File: src/rtl/execute_muldiv.sv
// rtl/execute_muldiv.sv - RV32M-style multiply/divide execute unit.
// Iterative shift-add multiply (or single-cycle when MUL_FAST), restoring divide.
module execute_muldiv #(
   parameter int XLEN     = 32,
   parameter int TAG_W    = 6,
   parameter bit MUL_FAST = 1'b0
) (
   input  logic             clk,
   input  logic             rst_n,
   input  logic             in_valid,
   output logic             in_ready,
   input  logic [2:0]       op,
   input  logic [XLEN-1:0]  a,
   input  logic [XLEN-1:0]  b,
   input  logic [TAG_W-1:0] tag_in,
   input  logic             flush,
   output logic             out_valid,
   input  logic             out_ready,
   output logic [XLEN-1:0]  result,
   output logic [TAG_W-1:0] tag_out,
   output logic             busy
);
   localparam int CW = $clog2(XLEN) + 1;
   localparam logic [CW-1:0] CNT_LOAD = CW'(XLEN);

   typedef enum logic [1:0] {S_IDLE, S_MUL, S_DIV, S_DONE} state_t;

   state_t              state_q, state_d;
   logic [2:0]          op_q, op_d;
   logic [TAG_W-1:0]    tag_q, tag_d;
   logic                neg_q, neg_d, nrem_q, nrem_d;
   logic [XLEN-1:0]     mb_q, mb_d, res_q, res_d;
   logic [2*XLEN-1:0]   acc_q, acc_d;
   logic [CW-1:0]       cnt_q, cnt_d;

   logic                accept, sgn_a, sgn_b, neg_a, neg_b, div_zero, div_ovf, last_iter;
   logic [XLEN-1:0]     mag_a, mag_b;
   logic [2*XLEN-1:0]   fast_prod, mul_next, div_next, step_next;
   logic [XLEN:0]       mul_sum, rem_sh, rem_diff;

   // Apply the latched signs to a raw magnitude accumulator and pick the requested half.
   function automatic logic [XLEN-1:0] fix_result(input logic [2:0] o, input logic [2*XLEN-1:0] acc,
                                                  input logic nq, input logic nr);
      logic [2*XLEN-1:0] p;
      logic [XLEN-1:0]   r;
      p = '0;
      r = '0;
      if (!o[2]) begin
         p = nq ? -acc : acc;
         r = (o[1:0] == 2'd0) ? p[XLEN-1:0] : p[2*XLEN-1:XLEN];
      end else if (o[1]) begin
         r = nr ? -acc[2*XLEN-1:XLEN] : acc[2*XLEN-1:XLEN];
      end else begin
         r = nq ? -acc[XLEN-1:0] : acc[XLEN-1:0];
      end
      return r;
   endfunction

   assign accept    = in_valid && in_ready;
   assign sgn_a     = op[2] ? ~op[0] : (op != 3'd3);
   assign sgn_b     = op[2] ? ~op[0] : (op == 3'd0 || op == 3'd1);
   assign neg_a     = sgn_a && a[XLEN-1];
   assign neg_b     = sgn_b && b[XLEN-1];
   assign mag_a     = neg_a ? -a : a;
   assign mag_b     = neg_b ? -b : b;
   assign div_zero  = op[2] && (b == '0);
   assign div_ovf   = op[2] && !op[0] && (a == {1'b1, {(XLEN-1){1'b0}}}) && (&b);
   assign fast_prod = {{XLEN{1'b0}}, mag_a} * {{XLEN{1'b0}}, mag_b};
   assign last_iter = (cnt_q == CW'(1));

   // Multiply: add multiplicand into the top half when the low bit is set, then shift right.
   assign mul_sum   = {1'b0, acc_q[2*XLEN-1:XLEN]} + (acc_q[0] ? {1'b0, mb_q} : '0);
   assign mul_next  = {mul_sum, acc_q[XLEN-1:1]};
   // Divide: shift {rem, dividend} left; keep the trial subtraction only if it did not borrow.
   assign rem_sh    = {acc_q[2*XLEN-1:XLEN], acc_q[XLEN-1]};
   assign rem_diff  = rem_sh - {1'b0, mb_q};
   assign div_next  = rem_diff[XLEN] ? {rem_sh[XLEN-1:0], acc_q[XLEN-2:0], 1'b0}
                                     : {rem_diff[XLEN-1:0], acc_q[XLEN-2:0], 1'b1};
   assign step_next = (state_q == S_MUL) ? mul_next : div_next;

   always_ff @(posedge clk or negedge rst_n) begin
      if (!rst_n) begin
         state_q <= S_IDLE;
      end else begin
         state_q <= state_d;
      end
   end

   always_comb begin
      state_d = state_q;
      unique case (state_q)
         S_IDLE: if (accept) begin
            if (op[2])         state_d = (div_zero || div_ovf) ? S_DONE : S_DIV;
            else               state_d = MUL_FAST ? S_DONE : S_MUL;
         end
         S_MUL, S_DIV: if (last_iter) state_d = S_DONE;
         S_DONE: if (out_ready) state_d = S_IDLE;
         default: state_d = S_IDLE;
      endcase
      if (flush) state_d = S_IDLE;
   end

   always_comb begin
      in_ready  = (state_q == S_IDLE) && !flush;
      out_valid = (state_q == S_DONE) && !flush;
      busy      = (state_q != S_IDLE);
      result    = out_valid ? res_q : '0;
      tag_out   = out_valid ? tag_q : '0;
   end

   always_comb begin
      op_d   = op_q;
      tag_d  = tag_q;
      neg_d  = neg_q;
      nrem_d = nrem_q;
      mb_d   = mb_q;
      acc_d  = acc_q;
      cnt_d  = cnt_q;
      res_d  = res_q;
      if (accept) begin
         op_d   = op;
         tag_d  = tag_in;
         neg_d  = neg_a ^ neg_b;
         nrem_d = neg_a;
         mb_d   = mag_b;
         acc_d  = {{XLEN{1'b0}}, mag_a};
         cnt_d  = CNT_LOAD;
         if (div_zero)      res_d = op[1] ? a : '1;
         else if (div_ovf)  res_d = op[1] ? '0 : a;
         else if (!op[2])   res_d = fix_result(op, fast_prod, neg_a ^ neg_b, neg_a);
         else               res_d = '0;
      end else if (state_q == S_MUL || state_q == S_DIV) begin
         acc_d = step_next;
         cnt_d = cnt_q - CW'(1);
         if (last_iter) res_d = fix_result(op_q, step_next, neg_q, nrem_q);
      end
   end

   always_ff @(posedge clk or negedge rst_n) begin
      if (!rst_n) begin
         op_q   <= '0;
         tag_q  <= '0;
         neg_q  <= 1'b0;
         nrem_q <= 1'b0;
         mb_q   <= '0;
         acc_q  <= '0;
         cnt_q  <= '0;
         res_q  <= '0;
      end else begin
         op_q   <= op_d;
         tag_q  <= tag_d;
         neg_q  <= neg_d;
         nrem_q <= nrem_d;
         mb_q   <= mb_d;
         acc_q  <= acc_d;
         cnt_q  <= cnt_d;
         res_q  <= res_d;
      end
   end
endmodule

File: config.mk
export PLATFORM = sky130hd
export DESIGN_NAME = execute_muldiv
export DESIGN_NICKNAME = d
export VERILOG_FILES = /design/src/rtl/execute_muldiv.sv
export SDC_FILE = /design/constraint.sdc
export NUM_CORES = 2
export LEC_CHECK = 0
export CORE_ASPECT_RATIO = 1.75
export CORE_MARGIN = 4
export CORE_UTILIZATION = 60
export DETAILED_ROUTE_END_ITERATION = 12
export PLACE_DENSITY = 0.77
export SLEW_MARGIN = 20
export SYNTH_ARGS = -nofsm -noshare
export SYNTH_HDL_FRONTEND = slang
export SYNTH_SLANG_ARGS = --single-unit
File: constraint.sdc
create_clock -name clk -period 14.6 [get_ports clk]
set_input_delay 2.92 -clock clk [delete_from_list [all_inputs] [get_ports clk]]
set_output_delay 2.92 -clock clk [all_outputs]
set_load 0.03 [all_outputs]
== Word level (Yosys, flattened, before mapping) ==
Index checks and enable logic that the tools add are counted.

* Register bits: 147
* Word-level logic and storage cells: 93
* Input port bits: 78

* Bitwise gates (word level): 2
* Muxes and demuxes: 36
* Add/sub/neg operators: 9
* Eq/ne operators: 10
* Reduce and logical (&&, ||, !) cells: 26
* Multipliers: 1

{| class="wikitable"
|+ Operator list
! kind !! number
|-
| $mux W32 || 18
|-
| $mux W64 || 6
|-
| $neg A32 Y32 || 4
|-
| $neg A64 Y64 || 2
|-
| $mul A32 B32 Y64 || 1
|-
| $add A32 B32 Y33 || 1
|-
| $sub A33 B32 Y33 || 1
|-
| $eq A32 B32 Y1 const B || 1
|-
| $logic_not A32 Y1 || 1
|-
| $reduce_and A32 Y1 || 1
|-
| $mux W6 || 3
|-
| $mux W2 || 5
|-
| $logic_and A1 B1 Y1 || 9
|-
| $ne A3 B3 Y1 const B || 3
|-
| $eq A6 B1 Y1 const B || 1
|-
| $logic_not A2 Y1 || 3
|-
| $pmux W2 S3 || 1
|-
| $reduce_bool A2 Y1 || 3
|-
| $sub A6 B1 Y6 const B || 1
|-
| $eq A2 B2 Y1 const B || 2
|-
| $eq A3 B1 Y1 const B || 1
|-
| $logic_not A3 Y1 || 1
|-
| $logic_or A1 B1 Y1 || 3
|-
| $mux W1 || 3
|-
| 8 further kinds || 9
|}

== Longest topological paths before layout ==
* Depth in word-level cells: 13
* Mapped depth: 43
* Mapped depth without buffers: 40

== Worst setup path before layout ==
Ideal clock, no wire load.

* Path type: in2reg
* From: in a[2]
* To: reg res_q[30]
* Setup time: 0.126 ns
* Arrival: 13.191 ns
* Slack: 1.283 ns
* Path buffers: 3
* Cell stages on the path: 37
* Cells stage by stage: clkbuf_1 > nor3_1 > nand3_1 > or2_2 > nor3_1 > a21oi_1 > xnor2_1 > clkbuf_1 > nor2_1 > fa_1 > inv_1 > fa_1 > fa_1 > fa_1 > inv_1 > fa_1 > fa_1 > fa_1 > inv_1 > fa_1 > inv_1 > ha_1 > clkbuf_1 > a21oi_1 > o21ai_0 > a2111oi_0 > a211oi_1 > or3_1 > a221oi_1 > o21ai_1 > xor2_1 > or2_2 > nor3b_1 > nand4_1 > mux2i_1 > a211oi_1 > o32a_1

* Word-level cells in the longest chain between the ends: 10

{| class="wikitable"
|+ Ends and longest elaborated chain
! what !! RTL line !! source
|-
| from (decl) || 13 || <nowiki>input logic [XLEN-1:0] a,</nowiki>
|-
| $neg A32 Y32 || 64 || <nowiki>assign mag_a = neg_a ? -a : a;</nowiki>
|-
| $mux W32 || 64 ||
|-
| $mul A32 B32 Y64 || 68 || <nowiki>assign fast_prod = {{XLEN{1'b0}}, mag_a} * {{XLEN{1'b0}}, mag_b};</nowiki>
|-
| $neg A64 Y64 || 49 || <nowiki>p = nq ? -acc : acc;</nowiki>
|-
| $mux W64 || 49 ||
|-
| $mux W32 || 50 || <nowiki>r = (o[1:0] == 2'd0) ? p[XLEN-1:0] : p[2*XLEN-1:XLEN];</nowiki>
|-
| $mux W32 || 130 || <nowiki>else if (!op[2]) res_d = fix_result(op, fast_prod, neg_a ^ neg_b, neg_a);</nowiki>
|-
| $mux W32 * || 129 || <nowiki>else if (div_ovf) res_d = op[1] ? '0 : a;</nowiki>
|-
| $mux W32 * || 128 || <nowiki>if (div_zero) res_d = op[1] ? a : '1;</nowiki>
|-
| $mux W32 * || 120 || <nowiki>if (accept) begin</nowiki>
|-
| to (signal assigned) || 157 || <nowiki>res_q <= res_d;</nowiki>
|-
| to (decl) || 32 || <nowiki>logic [XLEN-1:0] mb_q, mb_d, res_q, res_d;</nowiki>
|}

Mark *: on every way between the ends. The rest lies on a longest branch, timed or not.
A chain may end at the register's enable or synchronous reset.

== Final worst setup path ==
* From: in a[13]
* To: reg res_q[28]

The elaborated chain is that of the path after synthesis.

==> run metrics <==
Avg Vias per Cell=roughly 6.7; startpoint types=input port; CP most frequent cell=buf_4; clk_skew=0.0320 ns; TritonCTS clock tree=done; highest cell delay on the worst timing path=0.73 ns; setup TNS=0 ns; Design Area, Final=between 50000 and 60000 um2; Critical Path Stages=between 40 and 50; most common cell after layout, fill and taps aside=inv_1; Data arrival, critical path=14.98 ns; Final setup viols=0; Rel. slew slack=0.165; Netlist cell types=between 90 and 100; crit path to=res_q[28]; Synth warnings=0; CORE AREA=approximately 85000 um2; Core Rows=roughly 140; fin util=0.684; slowest CP cell=fa_1; vias in the first global route=roughly 57000; asr flop ratio synth=1.00; crit end category=register; r2r startpoint=acc_q[47]; pin count of the biggest net entering global routing=roughly 110; fmax=just under 0.07 GHz; Synth Instances=around 6500; initial antenna violation count=18; Reg2Reg Setup Slack=around 7.1 ns; final hold violations=0; Area after DPL=between 50000 and 60000 um2; drt total wl=246000 um; share of layout cells above drive strength 1=0.103; Synth Flop Type=dfrtp_1; Buffers on Ports=between 100 and 150; clock buffer depth=3; most frequent cells in the layout=984 x inv_1, 896 x fa_1, 849 x nand2_1, 814 x nor2_1, 497 x buf_4; area of the mapped netlist=between 50000 and 60000 um2; CTS root buf=clkbuf_16; Clock Latency Late Sink=~0.56 ns; Slew @ Worst Pin=roughly 1.3 ns; Hold WC Path Type=register to register; Final Wtd Congestion=between 1 and 1.5; synthesized area per cell=about 8 um2; Max Cap Viol=0; DR pass1 iterations=10; via count=~54000; critical path's top delay family=adder cells; Crit Path Max Fanout=6; Detail Route Antenna Nets=0; CTS Hold Bufs=0; area of the die=between 90000 and 100000 um2; outcome=finished clean; H-tree depth=4; DP HPWL=200000 um; die width=230 um; crit path launch=a[13]; Seq cells post-synth=between 100 and 150; Filler cells=between 6000 and 7000; post-synth net total=between 7000 and 8000; FF-to-FF path depth=20; synth-to-layout area growth=13.2%; Final period util=0.996; register area share after synthesis=0.0712; Top-Level Pins=around 120; Worst R2R End=res_q[18]; Worst Path Required=approximately 15 ns; global-route wire length before repair=roughly 360000 um; DR DRC count=0; GR Util All Layers=0.541; CTS Sinks=approximately 150; detailed-route wire length per cell=30.7 um; Initial Utilization=0.605; Num CTS Buffers=25; final net count=~8000; WP buf/inv=11; Tmin final=14.54 ns; Post-synth EDFFs=0; Die Y=between 300 and 400 um; Crit Path Class=input port to register; clk slew on worst S/H paths=approximately 0.05 ns; Slew Limit Fails=0; DRT iter0 DRCs=6907; GRT overflow=0
-- synth_stat cells, drive strengths merged (15+ instances only) --
cell type,n,share of area
a211oi,61,0.0093
or2,29,0.0035
inv,985,0.072
nor3,92,0.0091
a221oi,16,0.0030
a21o,51,0.0074
nor2,818,0.059
and4,19,0.0032
o31ai,38,0.0055
a31oi,44,0.0053
mux2i,67,0.013
nor2b,24,0.0029
nor4,37,0.0045
ha,339,0.082
xor2,136,0.023
dfrtp,147,0.071
fa,898,0.35
clkbuf,308,0.022
o211ai,77,0.011
and3,27,0.0033
buf,36,0.0033
or3,35,0.0043
and2,100,0.012
xnor2,183,0.031
o21ai,310,0.030
o22ai,21,0.0025
nand2b,40,0.0048
nand2,852,0.062
a21boi,15,0.0024
nand4,59,0.0073
o21a,28,0.0041
a21oi,289,0.028
nand3,77,0.0075
-- tightest hold or removal path, delay by kind of cell (launching register included) --
kind             cells  cell delay [ns]
DFF                  1             0.33
and+or+nand+nor      2             0.11
-- worst min path at each step --
stage | start | endpoint | slack, ns | cells past startpoint
final | tag_q[2] | tag_q[2] | 0.48 | 2
after global routing | tag_q[4] | tag_q[4] | 0.50 | 2
after CTS | tag_q[2] | tag_q[2] | 0.47 | 2
after detailed placement | tag_q[2] | tag_q[2] | 0.45 | 2
after global placement | tag_q[1] | tag_q[1] | 0.45 | 2
after floorplan | tag_q[0] | tag_q[0] | 0.44 | 2
-- routing by layer --
| metal | GRT usage | wire, um | up-vias |
|---|---|---|---|
| met2 | 0.855 | 111000 | 4406 |
| met3 | 0.181 | 26600 | 2300 |
| met5 | 0.00754 | 36 | - |
| met4 | 0.643 | 40700 | 6 |
| li1 | - | - | 21591 |
| met1 | 0.502 | 67800 | 25646 |
-- registers in the layout, indices dropped and copies added (netlist names) --
signal	flops
acc_q	64
cnt_q	6
mb_q	32
neg_q	1
nrem_q	1
op_q	3
res_q	32
state_q	2
tag_q	6
-- what timing repair did --
action | CTS | global route
setup buffers | 0 | 3
endpoints found under the setup margin | 0 | 28
gates resized for setup | 0 | 23
-- logic make-up (layout without fill, tap and decap cells) --
logic type	after synthesis	after routing	synth area share
other	0	22	0
AOI/OAI and AO/OA	1122	1122	0.139
xor gates and xnor gates	319	319	0.0541
adders and majority gates	1237	1237	0.430
buffers and inverters	1330	1656	0.0973
and+or+nand+nor	2267	2267	0.194
DFF	147	147	0.0712
muxes	74	74	0.0145
-- final cells by class --
class / instances / area [um2] / share of cell area
inverters: 986 / 3700 / 0.0634
clock inverters: 4 / 47.5 / 0.000813
diodes: 22 / 55.1 / 0.000941
clock buffers: 28 / 647 / 0.0111
repair buffers: 638 / 5330 / 0.0911
well taps: 1152 / 1440 / 0.0246
flip-flops and latches: 147 / 3680 / 0.0629
multi-input cells: 5019 / 43600 / 0.745
-- through the flow --
step                hold WS [ns]  cells  worst slack, ns
floorplan                  0.437   6496             1.28
global placement           0.450   7934           -0.244
detailed placement         0.455   7934           -0.354
CTS                        0.467   7966            0.104
global route               0.504   7976           -0.261
finish                     0.479   7996           0.0581
Power is left out: the tool's default activity adds up to more than one toggle a clock period on the data nets, which glitch-free logic cannot reach.
